`src/rtl/warp_dispatcher.sv`:
```
// Warp dispatcher: installs kernel descriptors into a per-warp table, issues READY warps
// round-robin to SIMD fetch, and retires or re-arms them on core updates.
module warp_dispatcher #(
  parameter int NUM_WARPS         = 16,
  parameter int WARP_ID_W         = 4,
  parameter int LOG2_THREAD_COUNT = 3,
  parameter int THREAD_COUNT      = 8,
  parameter int PC_W              = 32
) (
  input  logic                         clk,
  input  logic                         rst,
  input  logic                         kin_valid,
  output logic                         kin_ready,
  input  logic [WARP_ID_W-1:0]         kin_warp_id,
  input  logic [PC_W-1:0]              kin_start_pc,
  input  logic [LOG2_THREAD_COUNT-1:0] kin_thread_count,
  output logic [NUM_WARPS-1:0]         open_warp_ids,
  output logic                         iss_valid,
  input  logic                         iss_ready,
  output logic [WARP_ID_W-1:0]         iss_warp_id,
  output logic [PC_W-1:0]              iss_pc,
  output logic [THREAD_COUNT-1:0]      iss_thread_mask,
  input  logic                         upd_valid,
  input  logic [WARP_ID_W-1:0]         upd_warp_id,
  input  logic [PC_W-1:0]              upd_next_pc,
  input  logic                         upd_done,
  output logic [WARP_ID_W:0]           active_warps,
  output logic                         err_pulse
);

  typedef enum logic [1:0] {FREE = 2'd0, READY = 2'd1, INFLIGHT = 2'd2} warp_state_t;

  warp_state_t                  state_q [NUM_WARPS];
  warp_state_t                  state_d [NUM_WARPS];
  logic [PC_W-1:0]              pc_q    [NUM_WARPS];
  logic [PC_W-1:0]              pc_d    [NUM_WARPS];
  logic [LOG2_THREAD_COUNT-1:0] count_q [NUM_WARPS];
  logic [LOG2_THREAD_COUNT-1:0] count_d [NUM_WARPS];

  logic [WARP_ID_W-1:0]    rr_ptr;
  logic [WARP_ID_W-1:0]    sel_id;
  logic                    sel_found;
  logic [THREAD_COUNT-1:0] sel_mask;
  logic                    load;
  logic                    install_ok;
  logic                    install_err;
  logic                    upd_ok;
  logic                    upd_err;
  logic [NUM_WARPS-1:0]    open_d;
  logic [WARP_ID_W:0]      active_d;

  assign kin_ready = |open_warp_ids;
  assign load      = !iss_valid || iss_ready;

  // All legality checks use the pre-edge table, so a same-cycle free does not open an entry
  assign install_ok  = kin_valid && kin_ready && (state_q[kin_warp_id] == FREE) &&
                       (kin_thread_count != '0);
  assign install_err = kin_valid && kin_ready && !install_ok;
  assign upd_ok      = upd_valid && (state_q[upd_warp_id] == INFLIGHT) &&
                       !(iss_valid && (iss_warp_id == upd_warp_id));
  assign upd_err     = upd_valid && !upd_ok;

  always_comb begin
    sel_found = 1'b0;
    sel_id    = '0;
    for (int i = 0; i < NUM_WARPS; i++) begin
      if (!sel_found && (state_q[rr_ptr + WARP_ID_W'(i)] == READY)) begin
        sel_found = 1'b1;
        sel_id    = rr_ptr + WARP_ID_W'(i);
      end
    end
    sel_mask = (THREAD_COUNT'(1) << count_q[sel_id]) - THREAD_COUNT'(1);
  end

  // Install, update and issue never touch the same entry: they require FREE, INFLIGHT and READY
  always_comb begin
    state_d = state_q;
    pc_d    = pc_q;
    count_d = count_q;
    if (install_ok) begin
      state_d[kin_warp_id] = READY;
      pc_d[kin_warp_id]    = kin_start_pc;
      count_d[kin_warp_id] = kin_thread_count;
    end
    if (upd_ok) begin
      if (upd_done) begin
        state_d[upd_warp_id] = FREE;
      end else begin
        state_d[upd_warp_id] = READY;
        pc_d[upd_warp_id]    = upd_next_pc;
      end
    end
    if (load && sel_found) begin
      state_d[sel_id] = INFLIGHT;
    end
  end

  always_comb begin
    open_d   = '0;
    active_d = '0;
    for (int i = 0; i < NUM_WARPS; i++) begin
      open_d[i] = (state_d[i] == FREE);
      active_d  = active_d + {{WARP_ID_W{1'b0}}, (state_d[i] != FREE)};
    end
  end

  always_ff @(posedge clk or posedge rst) begin
    if (rst) begin
      for (int i = 0; i < NUM_WARPS; i++) begin
        state_q[i] <= FREE;
        pc_q[i]    <= '0;
        count_q[i] <= '0;
      end
      open_warp_ids <= '1;
      active_warps  <= '0;
      err_pulse     <= 1'b0;
    end else begin
      state_q       <= state_d;
      pc_q          <= pc_d;
      count_q       <= count_d;
      open_warp_ids <= open_d;
      active_warps  <= active_d;
      err_pulse     <= install_err || upd_err;
    end
  end

  always_ff @(posedge clk or posedge rst) begin
    if (rst) begin
      rr_ptr          <= '0;
      iss_valid       <= 1'b0;
      iss_warp_id     <= '0;
      iss_pc          <= '0;
      iss_thread_mask <= '0;
    end else if (load) begin
      iss_valid <= sel_found;
      if (sel_found) begin
        iss_warp_id     <= sel_id;
        iss_pc          <= pc_q[sel_id];
        iss_thread_mask <= sel_mask;
        rr_ptr          <= sel_id + WARP_ID_W'(1);
      end
    end
  end

endmodule

```
`config.mk`:
```
export PLATFORM = sky130hd
export DESIGN_NAME = warp_dispatcher
export DESIGN_NICKNAME = d
export VERILOG_FILES = /design/src/rtl/warp_dispatcher.sv
export SDC_FILE = /design/constraint.sdc
export NUM_CORES = 2
export LEC_CHECK = 0
export ABC_CLOCK_PERIOD_IN_PS = 66600
export CAP_MARGIN = 15
export CORE_MARGIN = 5
export CORE_UTILIZATION = 61
export DETAILED_ROUTE_END_ITERATION = 6
export PLACE_DENSITY = 0.85
export SETUP_SLACK_MARGIN = 0.5
export SKIP_LAST_GASP = 1
export SYNTH_ARGS = -nofsm -noshare
export SYNTH_HDL_FRONTEND = slang
export SYNTH_SLANG_ARGS = --single-unit
export TNS_END_PERCENT = 100
```
`constraint.sdc`:
```
create_clock -name clk -period 66.6 [get_ports clk]
set_input_delay 9.99 -clock clk [delete_from_list [all_inputs] [get_ports clk]]
set_output_delay 9.99 -clock clk [all_outputs]
set_load 0.01 [all_outputs]
```
### Word level (Yosys, flattened, before mapping)

Index checks and enable logic that the tools add are counted.
W data, S select, Z words.

| storage, ports and cells | value |
|---|---|
| bits in registers | 663 |
| word-level logic and storage cells | 357 |
| output and inout port bits | 68 |
| input bits | 81 |

| operators by class | value |
|---|---|
| magnitude comparators | 22 |
| muxes and demuxes | 114 |
| reduce and logical (&&, ||, !) cells | 84 |
| $add $sub $neg | 32 |
| bitwise logic cells | 30 |
| shift operators | 1 |
| equal/unequal tests | 18 |

Operator list:

| operator | number |
|---|---|
| $mux W512 | 3 |
| $bwmux W512 | 2 |
| $demux W32 S4 | 2 |
| $mux W32 | 8 |
| $bmux W2 S4 | 18 |
| $bmux W32 S4 | 1 |
| $ge A5 B5 Y1 const B | 19 |
| $not A4 Y5 | 19 |
| $mux W2 | 39 |
| $mux W4 | 16 |
| $add A5 B1 Y5 | 11 |
| $and A16 B16 Y16 | 3 |
| $bwmux W48 | 1 |
| $not A16 Y16 | 3 |
| $or A16 B16 Y16 | 3 |
| $logic_not A2 Y1 | 17 |
| $add A4 B4 Y4 const B | 8 |
| $and A32 B32 Y32 | 1 |
| $eq A2 B1 Y1 const B | 16 |
| $not A32 Y32 | 1 |
| $reduce_bool A2 Y1 | 16 |
| $logic_and A1 B1 Y1 | 27 |
| $demux W2 S4 | 3 |
| $logic_not A1 Y1 | 19 |
| other kinds (20) | 45 |

### Longest topological paths before layout

| depth | value |
|---|---|
| depth after elaboration | 75 |
| depth in mapped cells | 37 |
| gate-level depth less buffers | 28 |

### Least setup slack after synthesis

No wires, ideal clock.

| path | value |
|---|---|
| path type | input to register |
| start point | input upd_warp_id[1] |
| end point | register active_warps[4] |
| cell stages on the path | 20 |
| data arrival time | 15,460 ps |
| library setup time | 119 ps |
| path buffers | 4 |
| slack | 51,020 ps |
| path through | clkbuf_1 clkbuf_1 mux4_2 mux4_2 nand4_1 or3_1 clkbuf_1 nor2_1 clkbuf_1 or4_1 fa_1 inv_1 fa_1 inv_1 fa_1 fa_1 ha_1 fa_1 a21oi_1 nor2b_1 |

| on the way | value |
|---|---|
| cells in the longest elaborated chain, start to end | 27 |

Ends and longest elaborated chain:

| item | line | text |
|---|---|---|
| from (decl) | 24 | `input logic [WARP_ID_W-1:0] upd_warp_id,` |
| $not A4 Y5 (implied by the code) | 59, 87, 89 |  |
| $ge A5 B5 Y1 (implied by the code) / $lt A5 B1 Y1 (equally long branches) | 87, 89 |  |
| $logic_and A1 B1 Y1 (implied by the code) | 87, 89 |  |
| $mux W2 (implied by the code) | 87, 89 |  |
| $demux W2 S4 | 87, 89 |  |
| $not A32 Y32 (no source line) / $not A16 Y16 (equally long branches) | n/a |  |
| $and A32 B32 Y32 (no source line) / $and A16 B16 Y16 (equally long branches) | n/a |  |
| $mux W32 | 86 | `if (upd_done) begin` |
| [3 not listed] | n/a |  |
| $reduce_bool A2 Y1 | 103 | `active_d = active_d + {{WARP_ID_W{1'b0}}, (state_d[i] != FREE)};` |
| $add A1 B1 Y2 | 103 |  |
| $add A2 B1 Y3 | 103 |  |
| $add A3 B1 Y4 | 103 |  |
| $add A4 B1 Y5 | 103 |  |
| $add A5 B1 Y5 (10 in a row) | 103 |  |
| $add A5 B1 Y5 * | 103 |  |
| net active_d[4] | 50 | `logic [WARP_ID_W:0] active_d;` |
| to (signal assigned) | 122 | `active_warps <= active_d;` |
| to (decl) | 27 | `output logic [WARP_ID_W:0] active_warps,` |

Mark *: on every way through the listed nets, which the timed path passes. The rest lies on a longest branch. The select of a mux whose other input is x is not followed.
A chain may end at the register's enable or synchronous reset.

### Worst setup path in the final report

| path | value |
|---|---|
| start point | input upd_warp_id[0] |
| end point | register active_warps[4] |

Same word-level chain as after synthesis.

==> results.md <==
* Post-synthesis cell count at 3943
* Maxcap violations at 0
* Crit path kind: input pin to flip-flop
* Max Root-Sink Buffers at 3
* Layout Utilization at 67.8%
* H-Tree Depth at 3
* CTS tree: built
* Root Buffer: clkbuf_16
* Number of antenna violations at the first check in global routing at 0
* Post-CTS Hold Buffers at 0
* Async SR Flop Fraction at 100%
* Slew headroom at a little over a fifth
* Via count at 30800
* # rows at 92
* Reg area at 16600 um2
* Crit-path cells: clkdlybuf4s50_1 > mux4_2 > mux4_2 > nand4_1 > nor2_1 > nand2_1 > nor2_4 > buf_4 > nor4_1 > inv_1 > fa_1 > inv_1 > fa_1 > inv_1 > fa_1 > fa_1 > ha_1 > fa_1 > a21oi_1 > nor2b_1
* Synth Flop Type: dfrtp_1
* Met2 WL at 53.0 mm
* Vias in the first global route at 30500
* TritonCTS Sinks at 663
* Multi-input logic area at just over 20000 um2
* WP data required at 67.08 ns
* Met1 WL at roughly 45 mm
* Final hold viol count at 0
* Post-route DRC at 0
* Core Area at roughly 63000 um2
* Die area at ~68000 um2
* Met3 routed WL at 9.36 mm
* Status: complete, no violations
* Worst Skew at 0.0313 ns
* Total GRT Usage at 31.9%
* WP data arrival at 16.69 ns
* Final Slew Violations at 0
* Worst-path fanout max at 66
* Most frequent CP cell: fa_1
* Avg Inst Size Synth at 9.79 um2
* Nets at 3939
* Largest net degree at the start of global routing at 142
* Register area share after synthesis at 43.0%
* Least-Margin Pin Slew at 1.18 ns
* Gr ovfl total at 0
* Post-Syn Area at 38600 um2
* Die X at 262 um
* Critical path's slowest cell: clkdlybuf4s50_1
* Post-Route Setup TNS at 0 ns
* Synth Register Bits at 663
* Netlist cell types at 92
* Layout cells sized above 1 at 9.80%
* Hold Crit Class: flip-flop to flip-flop
* Top sig layer: met4
* Largest cells by area after synthesis: dfrtp_1 42%, mux2i_1 22%, o21ai_0 8.3%, nand2_1 6.7%, mux4_2 2.9%
* Crit-path leading delay family: adder cells
* Clk slew on worst S/H paths at 0.06 ns
* Post-DP HPWL at roughly 66 mm
* Syn. warnings at 0
* Post-layout min period at 16.21 ns
* Critical path buffer and inverter count at 5
* Num CTS Buffers at 71
* Port buffer count at 148
* Worst path max stage delay at between 0.8 and 0.9 ns
* Syn Nets at 4051
* Area Overhead vs Synth at 10.4%
* Vias per inst at 6.51
* Final ANT Viol Nets at 0
* GPL Wtd Cong at just under 1
* Most frequent cells in the layout: 840 x mux2i_1, 673 x nand2_1, 647 x dfrtp_1
* # setup viols final at 0
* Clk_lat worst skew at 0.62 ns
* Routed len/inst at 23.6 um
* DRT iter0 DRCs at 3635
* Die extent in y at 262 um
* Final WL at about 110 mm
* Element type at the critical path start: input pin
* Unrepaired setup endpoints after global routing: false
* PostCTS Resize Cnt at 0
* ANT cells at 0
* Starting density of the core at 61.4%
* EDFF count, synth at 0
* Setup bufs post-CTS at 0
* WHS at 0.475 ns
* Most common cell after layout, fill and taps aside: mux2i_1
* Synth top area share at 41.9%
* Highest clock rate at around 0.06 GHz
* First-pass GRT wire length at 174 mm
* Io pins at roughly 150
* Crit end category: flip-flop
* Final period util at 24.3%
* Largest area contributor in the netlist: dfrtp_1
* DR pass1 iterations at 6
* Fillers at 4656
==> synth_stat cells, types with 5 or more instances <==
cell type / number
a41oi_1: 7
o2111ai_1: 9
mux2_2: 73
xor2_1: 7
or2_2: 10
buf_1: 33
o21ai_0: 641
nand4_1: 24
dfstp_2: 16
nor3b_1: 24
xnor2_1: 13
o2111a_1: 9
o32a_1: 7
mux2i_1: 840
o2bb2ai_1: 5
mux4_2: 50
clkbuf_1: 295
a311oi_1: 5
nor4_1: 13
and4_1: 19
o22ai_1: 5
a211o_1: 11
a21oi_1: 26
buf_4: 5
nand2b_1: 28
a31oi_1: 14
nand3_1: 19
fa_1: 10
nand2_1: 684
nor2b_1: 28
or4_1: 7
buf_2: 48
nor3_1: 16
o31ai_1: 5
o211ai_1: 21
or3_1: 6
dfrtp_1: 647
ha_1: 17
inv_1: 46
a2111oi_0: 8
nand3b_1: 13
a211oi_1: 11
nor2_1: 77
or3b_2: 5
and2_1: 9
==> registers in the layout, indices dropped and copies added (netlist names) <==
| register | flops |
|---|---|
| pc_q | 512 |
| iss_valid | 1 |
| iss_pc | 32 |
| rr_ptr | 4 |
| iss_thread_mask | 8 |
| state_q | 32 |
| open_warp_ids | 16 |
| count_q | 48 |
| err_pulse | 1 |
| active_warps | 5 |
| iss_warp_id | 4 |
==> per-stage QoR <==
step                      setup slack [ns]  instance area [um2]  std cells
after floorplan                      38.06                38600       3943
after global placement               50.01                40200       4604
after detailed placement             49.87                40200       4604
after CTS                            50.49                42600       4732
after global routing                 50.11                42600       4732
final                                50.39                42600       4732
==> logic make-up (layout without fill, tap and decap cells) <==
group,count (synthesis),after routing,share of synthesized area [%]
buffers and inverters,436,379,4.53
xor gates and xnor gates,23,23,0.580
DFF,663,663,43.0
and+or+nand+nor,1003,1003,11.7
AOI/OAI and AO/OA,826,826,12.2
adders and majority gates,27,27,1.07
muxes,965,965,26.9
==> worst register-to-register path: cells and delay by family, from the launching register on <==
kind,cells,cell delay (ns)
AOI/OAI and AO/OA,4,0.82
adders and majority gates,8,3.35
buffers and inverters,8,2.27
DFF,1,0.32
muxes,1,0.47
and+or+nand+nor,7,2.63
==> final timing paths <==
kind / startpoint / end / slack, ns / depth (start not counted)
min in group asynchronous: rst / iss_pc[5]$_DFFE_PP0N_ / 10.00 / 2
max: upd_warp_id[0] / active_warps[4]$_DFF_PP0_ / 50.39 / 20
min reg2reg: iss_pc[28]$_DFFE_PP0N_ / iss_pc[28]$_DFFE_PP0N_ / 0.47 / 2
min: iss_pc[28]$_DFFE_PP0N_ / iss_pc[28]$_DFFE_PP0N_ / 0.47 / 2
max reg2reg: rr_ptr[0]$_DFFE_PP0N_ / active_warps[4]$_DFF_PP0_ / 56.64 / 28
max in group asynchronous: rst / pc_q[469]$_DFF_PP0_ / 54.24 / 4
==> layout make-up <==
| class | instances | share of cell area, % |
|---|---|---|
| clock buffers | 104 | 5.03 |
| repair buffers | 201 | 4.47 |
| inverters | 50 | 0.464 |
| clock inverters | 24 | 0.584 |
| multi-input cells | 2844 | 48.0 |
| flip-flops and latches | 663 | 39.0 |
| well taps | 846 | 2.48 |
==> per-layer routing <==
metal / track usage, % / vias to the layer above
met5: 0 / -
met4: 11.2 / 0
met3: 4.91 / 265
met2: 51.5 / 1592
met1: 44.4 / 15200
li1: - / 13700
Power is left out: the tool's default activity adds up to more than one toggle a clock period on the data nets, which glitch-free logic cannot reach.
